`src/rtl/instr_encoder.sv`:
```
// instr_encoder
// Encodes an RV32I instruction from a decoded field set (op, rd, rs1, rs2,
// imm), tags each legal word with a running byte address and queues the
// {word, address} pair in a small FIFO for an instruction-memory writer.
// Illegal requests are dropped, flagged with a one-cycle err pulse and
// counted in a saturating 8-bit error counter.

module instr_encoder #(
  parameter int ADDR_WIDTH = 12,
  parameter int DEPTH      = 4
) (
  input  logic                  clk,
  input  logic                  rst_n,
  input  logic                  in_valid,
  output logic                  in_ready,
  input  logic [3:0]            in_op,
  input  logic [4:0]            in_rd,
  input  logic [4:0]            in_rs1,
  input  logic [4:0]            in_rs2,
  input  logic [31:0]           in_imm,
  output logic                  out_valid,
  input  logic                  out_ready,
  output logic [31:0]           out_data,
  output logic [ADDR_WIDTH-1:0] out_addr,
  output logic                  err,
  output logic [7:0]            err_count
);

  localparam int PTR_W = (DEPTH > 1) ? $clog2(DEPTH) : 1;
  localparam int CNT_W = PTR_W + 1;

  // Operation codes carried on in_op; 14 and 15 are not assigned.
  typedef enum logic [3:0] {
    OP_ADD  = 4'd0,
    OP_SUB  = 4'd1,
    OP_AND  = 4'd2,
    OP_OR   = 4'd3,
    OP_XOR  = 4'd4,
    OP_ADDI = 4'd5,
    OP_ANDI = 4'd6,
    OP_ORI  = 4'd7,
    OP_XORI = 4'd8,
    OP_LW   = 4'd9,
    OP_SW   = 4'd10,
    OP_BEQ  = 4'd11,
    OP_BNE  = 4'd12,
    OP_JAL  = 4'd13
  } op_e;

  // RV32I major opcodes used by this encoder.
  localparam logic [6:0] OPC_OP     = 7'b0110011;
  localparam logic [6:0] OPC_OP_IMM = 7'b0010011;
  localparam logic [6:0] OPC_LOAD   = 7'b0000011;
  localparam logic [6:0] OPC_STORE  = 7'b0100011;
  localparam logic [6:0] OPC_BRANCH = 7'b1100011;
  localparam logic [6:0] OPC_JAL    = 7'b1101111;

  // funct3 shared by the register and immediate forms of each ALU op.
  function automatic logic [2:0] alu_funct3(input logic [3:0] op);
    logic [2:0] f3;
    f3 = 3'b000;
    case (op)
      OP_AND, OP_ANDI: f3 = 3'b111;
      OP_OR,  OP_ORI:  f3 = 3'b110;
      OP_XOR, OP_XORI: f3 = 3'b100;
      default:         f3 = 3'b000;
    endcase
    return f3;
  endfunction

  // ---------------------------------------------------------------------------
  // State
  // ---------------------------------------------------------------------------
  logic [31:0]           mem_data_q [DEPTH];
  logic [ADDR_WIDTH-1:0] mem_addr_q [DEPTH];
  logic [PTR_W-1:0]      wr_ptr_q, rd_ptr_q;
  logic [CNT_W-1:0]      count_q, count_d;
  logic [ADDR_WIDTH-1:0] addr_q, addr_d;
  logic                  err_q, err_d;
  logic [7:0]            err_count_q, err_count_d;

  // Encoder outputs
  logic [31:0] word_d;
  logic        legal_d;

  // Immediate range checks: sign bits above the field must all agree.
  logic imm12_ok, br_ok, jal_ok;
  assign imm12_ok = (&in_imm[31:11]) | ~(|in_imm[31:11]);
  assign br_ok    = ((&in_imm[31:12]) | ~(|in_imm[31:12])) & ~in_imm[0];
  assign jal_ok   = ((&in_imm[31:20]) | ~(|in_imm[31:20])) & ~in_imm[0];

  // Build the instruction word and its legality from the current request.
  always_comb begin
    // NOTE: every output gets a default first so no path leaves it unassigned,
    // which would otherwise infer a latch.
    word_d  = '0;
    legal_d = 1'b0;
    case (in_op)
      OP_ADD, OP_SUB, OP_AND, OP_OR, OP_XOR: begin
        word_d  = {(in_op == OP_SUB) ? 7'b0100000 : 7'b0000000,
                   in_rs2, in_rs1, alu_funct3(in_op), in_rd, OPC_OP};
        legal_d = 1'b1;
      end
      OP_ADDI, OP_ANDI, OP_ORI, OP_XORI: begin
        word_d  = {in_imm[11:0], in_rs1, alu_funct3(in_op), in_rd, OPC_OP_IMM};
        legal_d = imm12_ok;
      end
      OP_LW: begin
        word_d  = {in_imm[11:0], in_rs1, 3'b010, in_rd, OPC_LOAD};
        legal_d = imm12_ok;
      end
      OP_SW: begin
        word_d  = {in_imm[11:5], in_rs2, in_rs1, 3'b010, in_imm[4:0], OPC_STORE};
        legal_d = imm12_ok;
      end
      OP_BEQ, OP_BNE: begin
        word_d  = {in_imm[12], in_imm[10:5], in_rs2, in_rs1,
                   (in_op == OP_BNE) ? 3'b001 : 3'b000,
                   in_imm[4:1], in_imm[11], OPC_BRANCH};
        legal_d = br_ok;
      end
      OP_JAL: begin
        word_d  = {in_imm[20], in_imm[10:1], in_imm[11], in_imm[19:12],
                   in_rd, OPC_JAL};
        legal_d = jal_ok;
      end
      default: begin
        word_d  = '0;
        legal_d = 1'b0;
      end
    endcase
  end

  // ---------------------------------------------------------------------------
  // Handshakes
  // ---------------------------------------------------------------------------
  logic accept, push, pop;

  // in_ready depends on occupancy only, so a full FIFO blocks a push even
  // when the head is being popped in the same cycle.
  assign in_ready  = (count_q < CNT_W'(DEPTH));
  assign out_valid = (count_q != '0);
  assign accept    = in_valid & in_ready;
  assign push      = accept & legal_d;
  assign pop       = out_valid & out_ready;

  // Empty FIFO presents zeros so stale entries never leak after reset.
  assign out_data  = out_valid ? mem_data_q[rd_ptr_q] : '0;
  assign out_addr  = out_valid ? mem_addr_q[rd_ptr_q] : '0;
  assign err       = err_q;
  assign err_count = err_count_q;

  // Next-state for occupancy, address counter and error tracking.
  always_comb begin
    count_d     = count_q;
    addr_d      = addr_q;
    err_d       = accept & ~legal_d;
    err_count_d = err_count_q;
    case ({push, pop})
      2'b10:   count_d = count_q + CNT_W'(1);
      2'b01:   count_d = count_q - CNT_W'(1);
      default: count_d = count_q;
    endcase
    if (push) begin
      addr_d = addr_q + ADDR_WIDTH'(4);
    end
    if (err_d && (err_count_q != 8'hFF)) begin
      err_count_d = err_count_q + 8'd1;
    end
  end

  // FIFO storage: written only on a legal push.
  // NOTE: the storage array has no reset; an empty FIFO never exposes it, so
  // clearing pointers and count is enough and the array maps to plain RAM.
  always_ff @(posedge clk) begin
    if (push) begin
      mem_data_q[wr_ptr_q] <= word_d;
      mem_addr_q[wr_ptr_q] <= addr_q;
    end
  end

  // Control registers: pointers, occupancy, address counter, error state.
  always_ff @(posedge clk or negedge rst_n) begin
    if (!rst_n) begin
      wr_ptr_q    <= '0;
      rd_ptr_q    <= '0;
      count_q     <= '0;
      addr_q      <= '0;
      err_q       <= 1'b0;
      err_count_q <= '0;
    end else begin
      // NOTE: state registers use non-blocking assignment so every register
      // samples the pre-edge values regardless of statement order.
      if (push) wr_ptr_q <= wr_ptr_q + PTR_W'(1);
      if (pop)  rd_ptr_q <= rd_ptr_q + PTR_W'(1);
      count_q     <= count_d;
      addr_q      <= addr_d;
      err_q       <= err_d;
      err_count_q <= err_count_d;
    end
  end

endmodule

```
`config.mk`:
```
export PLATFORM = sky130hd
export DESIGN_NAME = instr_encoder
export DESIGN_NICKNAME = d
export VERILOG_FILES = /design/src/rtl/instr_encoder.sv
export SDC_FILE = /design/constraint.sdc
export NUM_CORES = 1
export LEC_CHECK = 0
export CORE_MARGIN = 2
export CORE_UTILIZATION = 50
export DETAILED_ROUTE_END_ITERATION = 8
export GPL_ROUTABILITY_DRIVEN = 0
export PLACE_DENSITY_LB_ADDON = 0.3
export SLEW_MARGIN = 5
export SYNTH_ARGS = -nofsm -noshare
export SYNTH_HDL_FRONTEND = slang
export SYNTH_SLANG_ARGS = --single-unit
```
`constraint.sdc`:
```
create_clock -name clk -period 2.3 [get_ports clk]
set_input_delay 0.46 -clock clk [delete_from_list [all_inputs] [get_ports clk]]
set_output_delay 0.46 -clock clk [all_outputs]
set_load 0.01 [all_outputs]
```
# Yosys cells after proc, flatten, opt, wreduce, memory -nomap -nowiden
# Memory sizes are Yosys's and may differ from the RTL's.
# Index checks and enable logic that the tools add are counted.
[word_totals] ff_bits=28 ram_bits=176 in_bits=55 output_inout_bits=55 word_cells=72 memories=2
[classes] addsub=6 magnitude_cmp=1 n_eq_ne=16 n_mux=10 bitwise=14 reduce_logical=17
[mem_list] name="mem_data_q" depth=4 width=32 rd=1 rd_ports_with_merged_regs=0 wr=1 line="74" rtl="logic [31:0] mem_data_q [DEPTH];"
[mem_list] name="mem_addr_q" depth=4 width=12 rd=1 rd_ports_with_merged_regs=0 wr=1 line="75" rtl="logic [ADDR_WIDTH-1:0] mem_addr_q [DEPTH];"
[ops] cell="$pmux 32 s6" count=1
[ops] cell="$mux 32" count=1
[ops] cell="$eq 4x4->1 const B" count=6
[ops] cell="$reduce_and 21->1" count=1
[ops] cell="$reduce_or 21->1" count=1
[ops] cell="$reduce_and 20->1" count=1
[ops] cell="$reduce_or 20->1" count=1
[ops] cell="$eq 4x3->1 const B" count=4
[ops] cell="$add 12x3->12 const B" count=1
[ops] cell="$mux 12" count=1
[ops] cell="$reduce_and 12->1" count=1
[ops] cell="$reduce_or 12->1" count=1
[ops] cell="$pmux 3 s3" count=1
[ops] cell="$add 8x1->8 const B" count=1
[ops] cell="$eq 4x2->1 const B" count=2
[ops] cell="$ne 8x8->1 const B" count=1
[ops] cell="$reduce_or 2->1" count=4
[ops] cell="$and 1x1->1" count=6
[ops] cell="$mux 6" count=1
[ops] cell="$pmux 3 s2" count=1
[ops] cell="$reduce_or 6->1" count=1
[ops] cell="$not 1->1" count=5
[ops] cell="$reduce_or 5->1" count=1
[ops] cell="$add 2x1->2 const B" count=2
[ops] cell="14 further kinds" count=18

# Depth between registers and ports, before layout
# Gate-level depths: netlist of run 1.
[logic_depth] word_depth=8 depth_mapped=14 mapped_depth_nobuf=12

# Worst setup path after synthesis of run 1
# OpenSTA, ideal clock, no wires.
[synth_timing] path_kind="input port to flip-flop" startpoint="input port in_op[3]" endpoint="memory mem_addr_q[0][10], enable pin" setup_time_ns=0.401 arrival_ns=2.698 t_required_ns=1.899 slack_ns=-0.800 cell_stages=9 n_path_buf=3 cell_sequence="buf_4 -> nand2_4 -> nor3b_2 -> o21ai_0 -> a311oi_1 -> a311o_2 -> buf_6 -> buf_8 -> and3_1"
[synth_via] elab_chain_cells=6 elab_cells_between_ends=21 cone_classes="eq/ne: 13; mux: 3; bitwise: 1; reduce/logical: 4"
[synth_rtl] element="start: declaration" line="16" rtl="input logic [3:0] in_op,"
[synth_rtl] element="$eq 4x4->1, or another cell as far along" line="98" rtl="case (in_op)"
[synth_rtl] element="$reduce_or 6->1 (no source line), or another cell as far along"
[synth_rtl] element="$pmux 1 s4 (*)" line="98"
[synth_rtl] element="$and 1x1->1 (*)" line="144" rtl="assign push = accept & legal_d;"
[synth_rtl] element="$mux 1 (*)" line="176" rtl="if (push) begin"
[synth_rtl] element="$mux 1 (not written as such) (*)" line="178" rtl="mem_addr_q[wr_ptr_q] <= addr_q;"
[synth_rtl] element="end: declaration" line="75"
# Every way passes the cells marked *; elsewhere a longest branch is shown, timed or not.

# Final worst setup path of run 1
[layout_timing] startpoint="register rd_ptr_q[0]" endpoint="output port out_data[30]"
[layout_via] elab_chain_cells=2
[layout_rtl] element="start: declaration" line="76" rtl="logic [PTR_W-1:0] wr_ptr_q, rd_ptr_q;"
[layout_rtl] element="start signal: assignment" line="195" rtl="if (pop) rd_ptr_q <= rd_ptr_q + PTR_W'(1);"
[layout_rtl] element="$mem_v2 4x32"
[layout_rtl] element="$mux 32" line="148" rtl="assign out_data = out_valid ? mem_data_q[rd_ptr_q] : '0;"
[layout_rtl] element="end: declaration" line="23" rtl="output logic [31:0] out_data,"
# No other way between the ends.

==> results of run 1 <==
## sequential cells by signal, indices dropped and copies added, names as in the netlist
register    cells
mem_data_q    120
wr_ptr_q        2
err_count       8
mem_addr_q     40
count_q         3
err             1
rd_ptr_q        2
addr_q         10
## routing by layer
| metal | GRT usage | routed length (microns) | vias up |
|---|---|---|---|
| met2 | 0.3834 | 10130 | 174 |
| met1 | 0.2903 | 8026 | 2722 |
| li1 | - | - | 2459 |
| met3 | 0.04528 | 819 | 34 |
| met5 | 0 | 0 | - |
| met4 | 0.08629 | 523 | 0 |
## repair_timing
action,4_1_cts,5_1_grt
pin swaps,18,41
gates cloned,2,4
buffers inserted,8,1
resized for setup,240,67
hold endpoints to repair,0,0
endpoints found under the setup margin,222,213
## worst register-to-register path, cell delays in order (launching register included)
cell and delay (ps):
dfrtp_1 370, inv_1 80, nand3_1 140, buf_12 180, and2_1 270, ha_4 170
inv_2 40, fa_2 340, xor2_1 160, nor2_1 140, xnor2_1 130
## cell type report
| type | instances | area, sq um | area share |
|---|---|---|---|
| sequential | 186 | 5458 | 0.4875 |
| multi-input combinational | 303 | 2877 | 0.2569 |
| timing repair buffer | 205 | 1981 | 0.1769 |
| clock buffer | 27 | 513.0 | 0.04582 |
| tap | 220 | 275.3 | 0.02459 |
| inverter | 15 | 56.30 | 0.005029 |
| clock inverter | 5 | 33.78 | 0.003017 |
| antenna | 1 | 2.502 | 0.0002235 |
## worst max-delay path by stage
stage	end	slack, ps
after global routing	out_data[30]	-130
after CTS	out_data[30]	-190
after detailed placement	mem_data_q[2][19]$_DFFE_PP_	-760
after global placement	mem_data_q[2][15]$_DFFE_PP_	-700
after floorplan	mem_addr_q[0][10]$_DFFE_PP_	-160
final	out_data[30]	-80
## metrics by stage
stage                     TNS, ps  total power [mW]  utilization
after floorplan            -26420             6.485            -
after global placement    -136200             8.415       0.6334
after detailed placement  -151970             8.496       0.6334
after CTS                   -2619             11.08       0.6710
after global routing        -4135             12.08       0.6799
final                       -1679             11.56       0.6799
## layout by cell type, fill, tap and decap left out, types with 14 or more instances in the layout
cell type        Yosys  layout
edfxtp_1           160     160
buf_4                6      69
mux4_2              40      40
clkdlybuf4s50_1      0      39
and2_4               0      29
buf_6                1      25
dfrtp_1             26      24
buf_2                6      23
nand2_1             23      22
o21ai_0             24      22
clkbuf_16            0      21
clkbuf_2             0      20
buf_12               0      19
and2_1              47      18
nor2_1              18      17
inv_1               15      14
nand3_1             15      14
## kinds of logic (layout without fill, tap and decap cells)
family / Yosys count / in the layout / share of synthesized area
DFF: 186 / 186 / 0.6537
buffers and inverters: 53 / 252 / 0.02968
muxes: 51 / 51 / 0.1228
AOI/OAI and AO/OA: 70 / 70 / 0.05563
adders and majority gates: 8 / 8 / 0.01289
other: 1 / 3 / 0.0004493
xor gates and xnor gates: 21 / 21 / 0.02204
and+or+nand+nor: 151 / 151 / 0.1028
## power by group
| part | switching, mW | total (mW) | leakage (nW) | internal (mW) |
|---|---|---|---|---|
| clock | 1.14 | 2.67 | 0.268 | 1.53 |
| sequential | 0.212 | 4.23 | 1.78 | 4.01 |
| combinational | 1.92 | 4.66 | 2.17 | 2.74 |
| total | 3.28 | 11.6 | 4.22 | 8.29 |
==> flow_metrics.py, run 1 <==
metrics = {
    "sta": {
        "period_needed_ps": 2381,
        "setup_viol": 42,
        "finClkSkew_ps": 6.030,
        "period_share": 1.035,
        "tightest_slew_ps": 674.7,
        "timing_hold_violations_final": 0,
        "clock.fmax_mhz": 420.0,
        "whs_ps": 410.3,
        "max_slew_margin": 0.5454,
        "setup_ws_ps": -81.13,
        "rsz0062_at_grt": "true",
        "maxSlewViolCount": 0,
    },
    "global_route": {
        "grt_pass1_vias": 5559,
        "grt_max_degree": 34,
        "grt.total_usage": 0.2259,
        "overflow": 0,
        "grt_pass1_wl_mm": 30.20,
        "antenna_found_initial": 1,
    },
    "floorplan": {
        "initial_core_util": 0.5068,
        "dieArea_sq_mm": 0.01774,
        "die_y_microns": 133.2,
        "rows": 47,
        "die_x_microns": 133.2,
        "ioPinCount": 110,
        "coreArea_sq_mm": 0.01647,
    },
    "placement": {
        "hpwl_mm": 13.03,
        "place_inst": 914,
        "portBuffers": 107,
        "postPlaceCellArea_sq_mm": 0.01043,
        "pre_cts_slack_ps": -757.8,
    },
    "setup_path": {
        "r2r_end": "count_q[2]$_DFFE_PN0P_",
        "path_cells": "buf_12 -> buf_12 -> mux4_2 -> and2_4 -> clkbuf_2",
        "cp_max_fo": 6,
        "crit_slowest_cell": "mux4_2",
        "cpPeakStageDelay_ps": 530,
        "r2r_cells": 10,
        "endpoint_kind": "primary output",
        "r2r-start": "count_q[0]$_DFFE_PN0P_",
        "path_class": "flop to primary output",
        "start_kind": "flop",
        "reg2reg_slack_ps": 210,
        "cp.depth": 5,
        "critical_path_buf_inv_count": 3,
        "crit_required_ps": 1840,
        "crit_start": "rd_ptr_q[0]$_DFFE_PN0P_",
        "crit_top_cell": "buf_12",
        "path_delay_family": "multiplexers",
        "crit_arrival_ps": 1920,
    },
    "clocking": {
        "clock-sinks": 186,
        "root_buffer": "clkbuf_16",
        "ctsHoldBuffers": 0,
        "cts_buffer_depth": 2,
        "numCtsBuffers": 17,
        "htree_levels": 4,
        "cts.clk_slew.worst_paths_ps": 60,
        "cts_tree": "built",
        "clock_latency_ps": 420,
    },
    "yosys": {
        "syn_area_sq_mm": 0.008346,
        "ys_dominant_reg_cell": "edfxtp_1",
        "synth_top_area_frac": 0.5757,
        "synth_cells": 541,
        "yosys.area.top_type": "edfxtp_1",
        "synth_top_cells_by_area": "edfxtp_1 (58%), mux4_2 (11%), dfrtp_1 (7.8%)",
        "postSynthAreaPerCell_sq_um": 15.43,
        "synth.distinct_cells": 52,
        "ys_ff_latch": 186,
        "synth_edf_count": 160,
        "synth.top_cells.by_count": "edfxtp_1 (160), and2_1 (47), mux4_2 (40), dfrtp_1 (26), o21ai_0 (24)",
        "synth.most_common_cell": "edfxtp_1",
        "seq_area_frac_synth": 0.6537,
        "async_flop_share": 0.1398,
        "yosysWarnings": 0,
    },
    "route": {
        "wl_per_cell_microns": 20.27,
        "drc_errors": 0,
        "routed_via_density": 5.602,
        "ant_nets": 0,
        "drtPass1Iterations": 5,
        "finalWirelength_mm": 19.50,
        "vias": 5389,
        "drt_iter0_markers": 369,
    },
    "cells_and_area": {
        "fillers": 1130,
        "nets": 791,
        "area.growth.synth_to_final_pct": 34.15,
        "layout-drive-gt1-share": 0.3941,
        "fin_area_sq_mm": 0.01120,
        "final_cells": 962,
    },
    "status": {
        "violations": "setup timing",
        "outcome": "complete, but fails checks",
    },
    "power_and_ir_drop": {
        "p_leak_nw": 4.224,
        "ir_drop_mv": 0.6163,
        "p_per_area_mw_per_mm2": 1033,
    },
    "min_path": {
        "min_path_type": "primary input to async pin",
    },
    "flow_run": {
        "cap_viol_max_count": 0,
    },
}
(Power assumes the default switching activity.)
==> run 2, diff against run 1 <==
--- a/config.mk
+++ b/config.mk
@@ -6,9 +6,10 @@
 export NUM_CORES = 1
 export LEC_CHECK = 0
 export CORE_MARGIN = 2
-export CORE_UTILIZATION = 50
+export CORE_UTILIZATION = 55
 export DETAILED_ROUTE_END_ITERATION = 8
 export GPL_ROUTABILITY_DRIVEN = 0
+export MAX_ROUTING_LAYER = met4
 export PLACE_DENSITY_LB_ADDON = 0.3
 export SLEW_MARGIN = 5
 export SYNTH_ARGS = -nofsm -noshare
==> constraint.sdc (replaced) <==
create_clock -name clk -period 2.2 [get_ports clk]
set_input_delay 0.44 -clock clk [delete_from_list [all_inputs] [get_ports clk]]
set_output_delay 0.44 -clock clk [all_outputs]
set_load 0.01 [all_outputs]
==> run 2 against run 1 <==
Net effect:
- the run still ends with setup timing left
- critical path type unchanged
- count of clock-buffer cells in the layout is 7 lower
- routed wire length increased by 5.1%
- largest cell class unchanged
- critical endpoint is now out_data[3]
- die area fell by 8.8%
- total power grew 11%
- combinational power increased by 11%
- largest power group unchanged
- final cell count is 2.2% lower
- clock power is 24% higher
==> flow_metrics.py, run 2 (synthesized netlist as in run 1, its figures left out) <==
metrics = {
    "status": {
        "outcome": "complete, but fails checks",
        "violations": "setup timing",
    },
    "setup_path": {
        "crit_arrival_ps": 2000,
        "crit_slowest_cell": "mux4_2",
        "cp_max_fo": 7,
        "crit_top_cell": "buf_12",
        "path_class": "flop to primary output",
        "crit_required_ps": 1760,
        "cpPeakStageDelay_ps": 490,
        "start_kind": "flop",
        "endpoint_kind": "primary output",
        "path_delay_family": "buffers and inverters",
        "critical_path_buf_inv_count": 4,
        "path_cells": "buf_8 -> buf_12 -> buf_12 -> mux4_2 -> and2_4 -> buf_6",
    },
    "cells_and_area": {
        "nets": 803,
        "final_common_cell": "edfxtp_1",
        "area.growth.synth_to_final_pct": 37.77,
        "largest_reg_flops": 120,
        "layout-drive-gt1-share": 0.4090,
        "reg_top3": "mem_data_q (120), mem_addr_q (40), addr_q (10)",
        "n_antenna_cell": 0,
        "final_cell_mix": "edfxtp_1 (160), buf_4 (68), buf_6 (53)",
        "regMostFlops": "mem_data_q",
        "fillers": 842,
        "fin_area_sq_mm": 0.01150,
    },
    "power_and_ir_drop": {
        "p_leak_nw": 4.346,
        "ir_drop_mv": 0.7407,
        "pwr-share-seq": 0.343,
        "p_sw_mw": 3.641,
        "p_per_area_mw_per_mm2": 1120,
        "pwr-share-clk": 0.256,
        "comb_power_share": 0.401,
        "power_mw": 12.88,
        "switching_share": 0.2827,
        "internal_power_mw": 9.238,
    },
    "route": {
        "finalWirelength_mm": 20.50,
        "wl_per_cell_microns": 21.78,
        "drc_errors": 0,
        "vias": 5596,
        "routed_via_density": 5.947,
        "ant_nets": 0,
        "drt_iter0_markers": 454,
        "drtPass1Iterations": 8,
    },
    "floorplan": {
        "rows": 45,
        "initial_core_util": 0.5551,
        "ioPinCount": 110,
        "coreArea_sq_mm": 0.01503,
        "die_x_microns": 127.2,
        "dieArea_sq_mm": 0.01617,
        "die_y_microns": 127.2,
    },
    "min_path": {
        "min_path_type": "primary input to async pin",
    },
    "sta": {
        "setup_viol": 57,
        "whs_ps": 370.9,
        "clock.fmax_mhz": 409.2,
        "period_needed_ps": 2444,
        "setup_ws_ps": -244.0,
        "tns_ps": -5457,
        "finClkSkew_ps": 8.662,
        "maxSlewViolCount": 0,
        "max_slew_margin": 0.5608,
        "period_share": 1.111,
        "rsz0062_at_grt": "true",
        "tightest_slew_ps": 651.9,
        "timing_hold_violations_final": 0,
    },
    "placement": {
        "portBuffers": 107,
        "hpwl_mm": 12.63,
        "pre_cts_slack_ps": -835.0,
        "postPlaceCellArea_sq_mm": 0.01037,
    },
    "global_route": {
        "overflow": 0,
        "grt_pass1_vias": 5655,
        "antenna_found_initial": 0,
        "grt_max_degree": 38,
        "top_usage_layer": "met2",
        "grtUsageMet1": 0.3383,
        "grt.total_usage": 0.2615,
        "met2_usage": 0.4209,
        "grt_pass1_wl_mm": 30.84,
        "met3_usage": 0.04481,
    },
    "clocking": {
        "clock-sinks": 186,
        "ctsHoldBuffers": 0,
        "clock_latency_ps": 430,
        "cts_tree": "built",
        "cts_buffer_depth": 2,
        "root_buffer": "clkbuf_16",
        "htree_levels": 4,
        "cts.clk_slew.worst_paths_ps": 70,
        "numCtsBuffers": 17,
    },
    "flow_run": {
        "cap_viol_max_count": 0,
    },
}
## run 2: cell count changes in the layout (fill, tap and decap cells not counted), moves of 3 or more
cell,previous run,this run
buf_6,25,53
clkbuf_2,20,0
bufinv_16,0,5
clkbuf_8,5,0
clkdlybuf4s15_2,0,5
inv_1,14,11
inv_2,1,4
## run 2: final timing paths
check                      depth (start not counted)                    start                       end  slack (ps)
max                                                6  rd_ptr_q[0]$_DFFE_PN0P_               out_data[3]        -240
min                                                2                    rst_n  err_count[0]$_DFFE_PN0P_         370
max reg2reg                                       10   count_q[2]$_DFFE_PN0P_    count_q[2]$_DFFE_PN0P_          80
min reg2reg                                        1   count_q[0]$_DFFE_PN0P_    count_q[0]$_DFFE_PN0P_         520
max in group asynchronous                          2                    rst_n   rd_ptr_q[0]$_DFFE_PN0P_        1560
min in group clk                                   1   count_q[0]$_DFFE_PN0P_    count_q[0]$_DFFE_PN0P_         520
## run 2: worst reg2reg max path, delay by kind of cell (launching register included)
| family | cells | cell delay [ps] |
|---|---|---|
| buffers and inverters | 3 | 370 |
| adder cells (fa/ha/maj) | 2 | 500 |
| AND/OR/NAND/NOR | 3 | 530 |
| XOR/XNOR | 2 | 270 |
| flip-flops | 1 | 370 |
## run 2: repair_timing
action                                  in CTS  in global routing
endpoints found under the setup margin     224                149
buffers inserted                            18                  3
gates cloned                                 3                  4
gates resized for setup                    317                 54
hold endpoints to repair                     0                  0
pin swaps                                   43                 34
## run 2: per-layer routing
metal  up-vias  share of wire
met5         -              0
met4         0          0.032
met3        46          0.050
met2       219           0.51
met1      2842           0.41
li1       2489              -
## run 2: layout make-up
| class | instances | area [sq um] | share of cell area |
|---|---|---|---|
| timing repair buffer | 217 | 2216 | 0.1927 |
| sequential | 186 | 5456 | 0.4746 |
| clock inverter | 12 | 195.2 | 0.01698 |
| clock buffer | 20 | 436.7 | 0.03798 |
| tap | 188 | 235.2 | 0.02046 |
| multi-input combinational | 303 | 2902 | 0.2524 |
| inverter | 15 | 56.30 | 0.004897 |
## run 2: per-stage QoR
stage | utilization | instances
after detailed placement | 0.6900 | 885
after floorplan | - | 542
final | 0.7648 | 941
after global placement | 0.6900 | 885
after CTS | 0.7486 | 938
after global routing | 0.7648 | 941
## run 2: power groups by stage
stage | Clock (mW) | Combinational, mW | Sequential, mW
finish | 3.30 | 5.17 | 4.41
global route | 3.45 | 5.49 | 4.45
detailed placement | 0 | 4.34 | 4.51
global placement | 0 | 4.27 | 4.49
floorplan | 0 | 2.37 | 4.41
CTS | 3.30 | 4.76 | 4.40
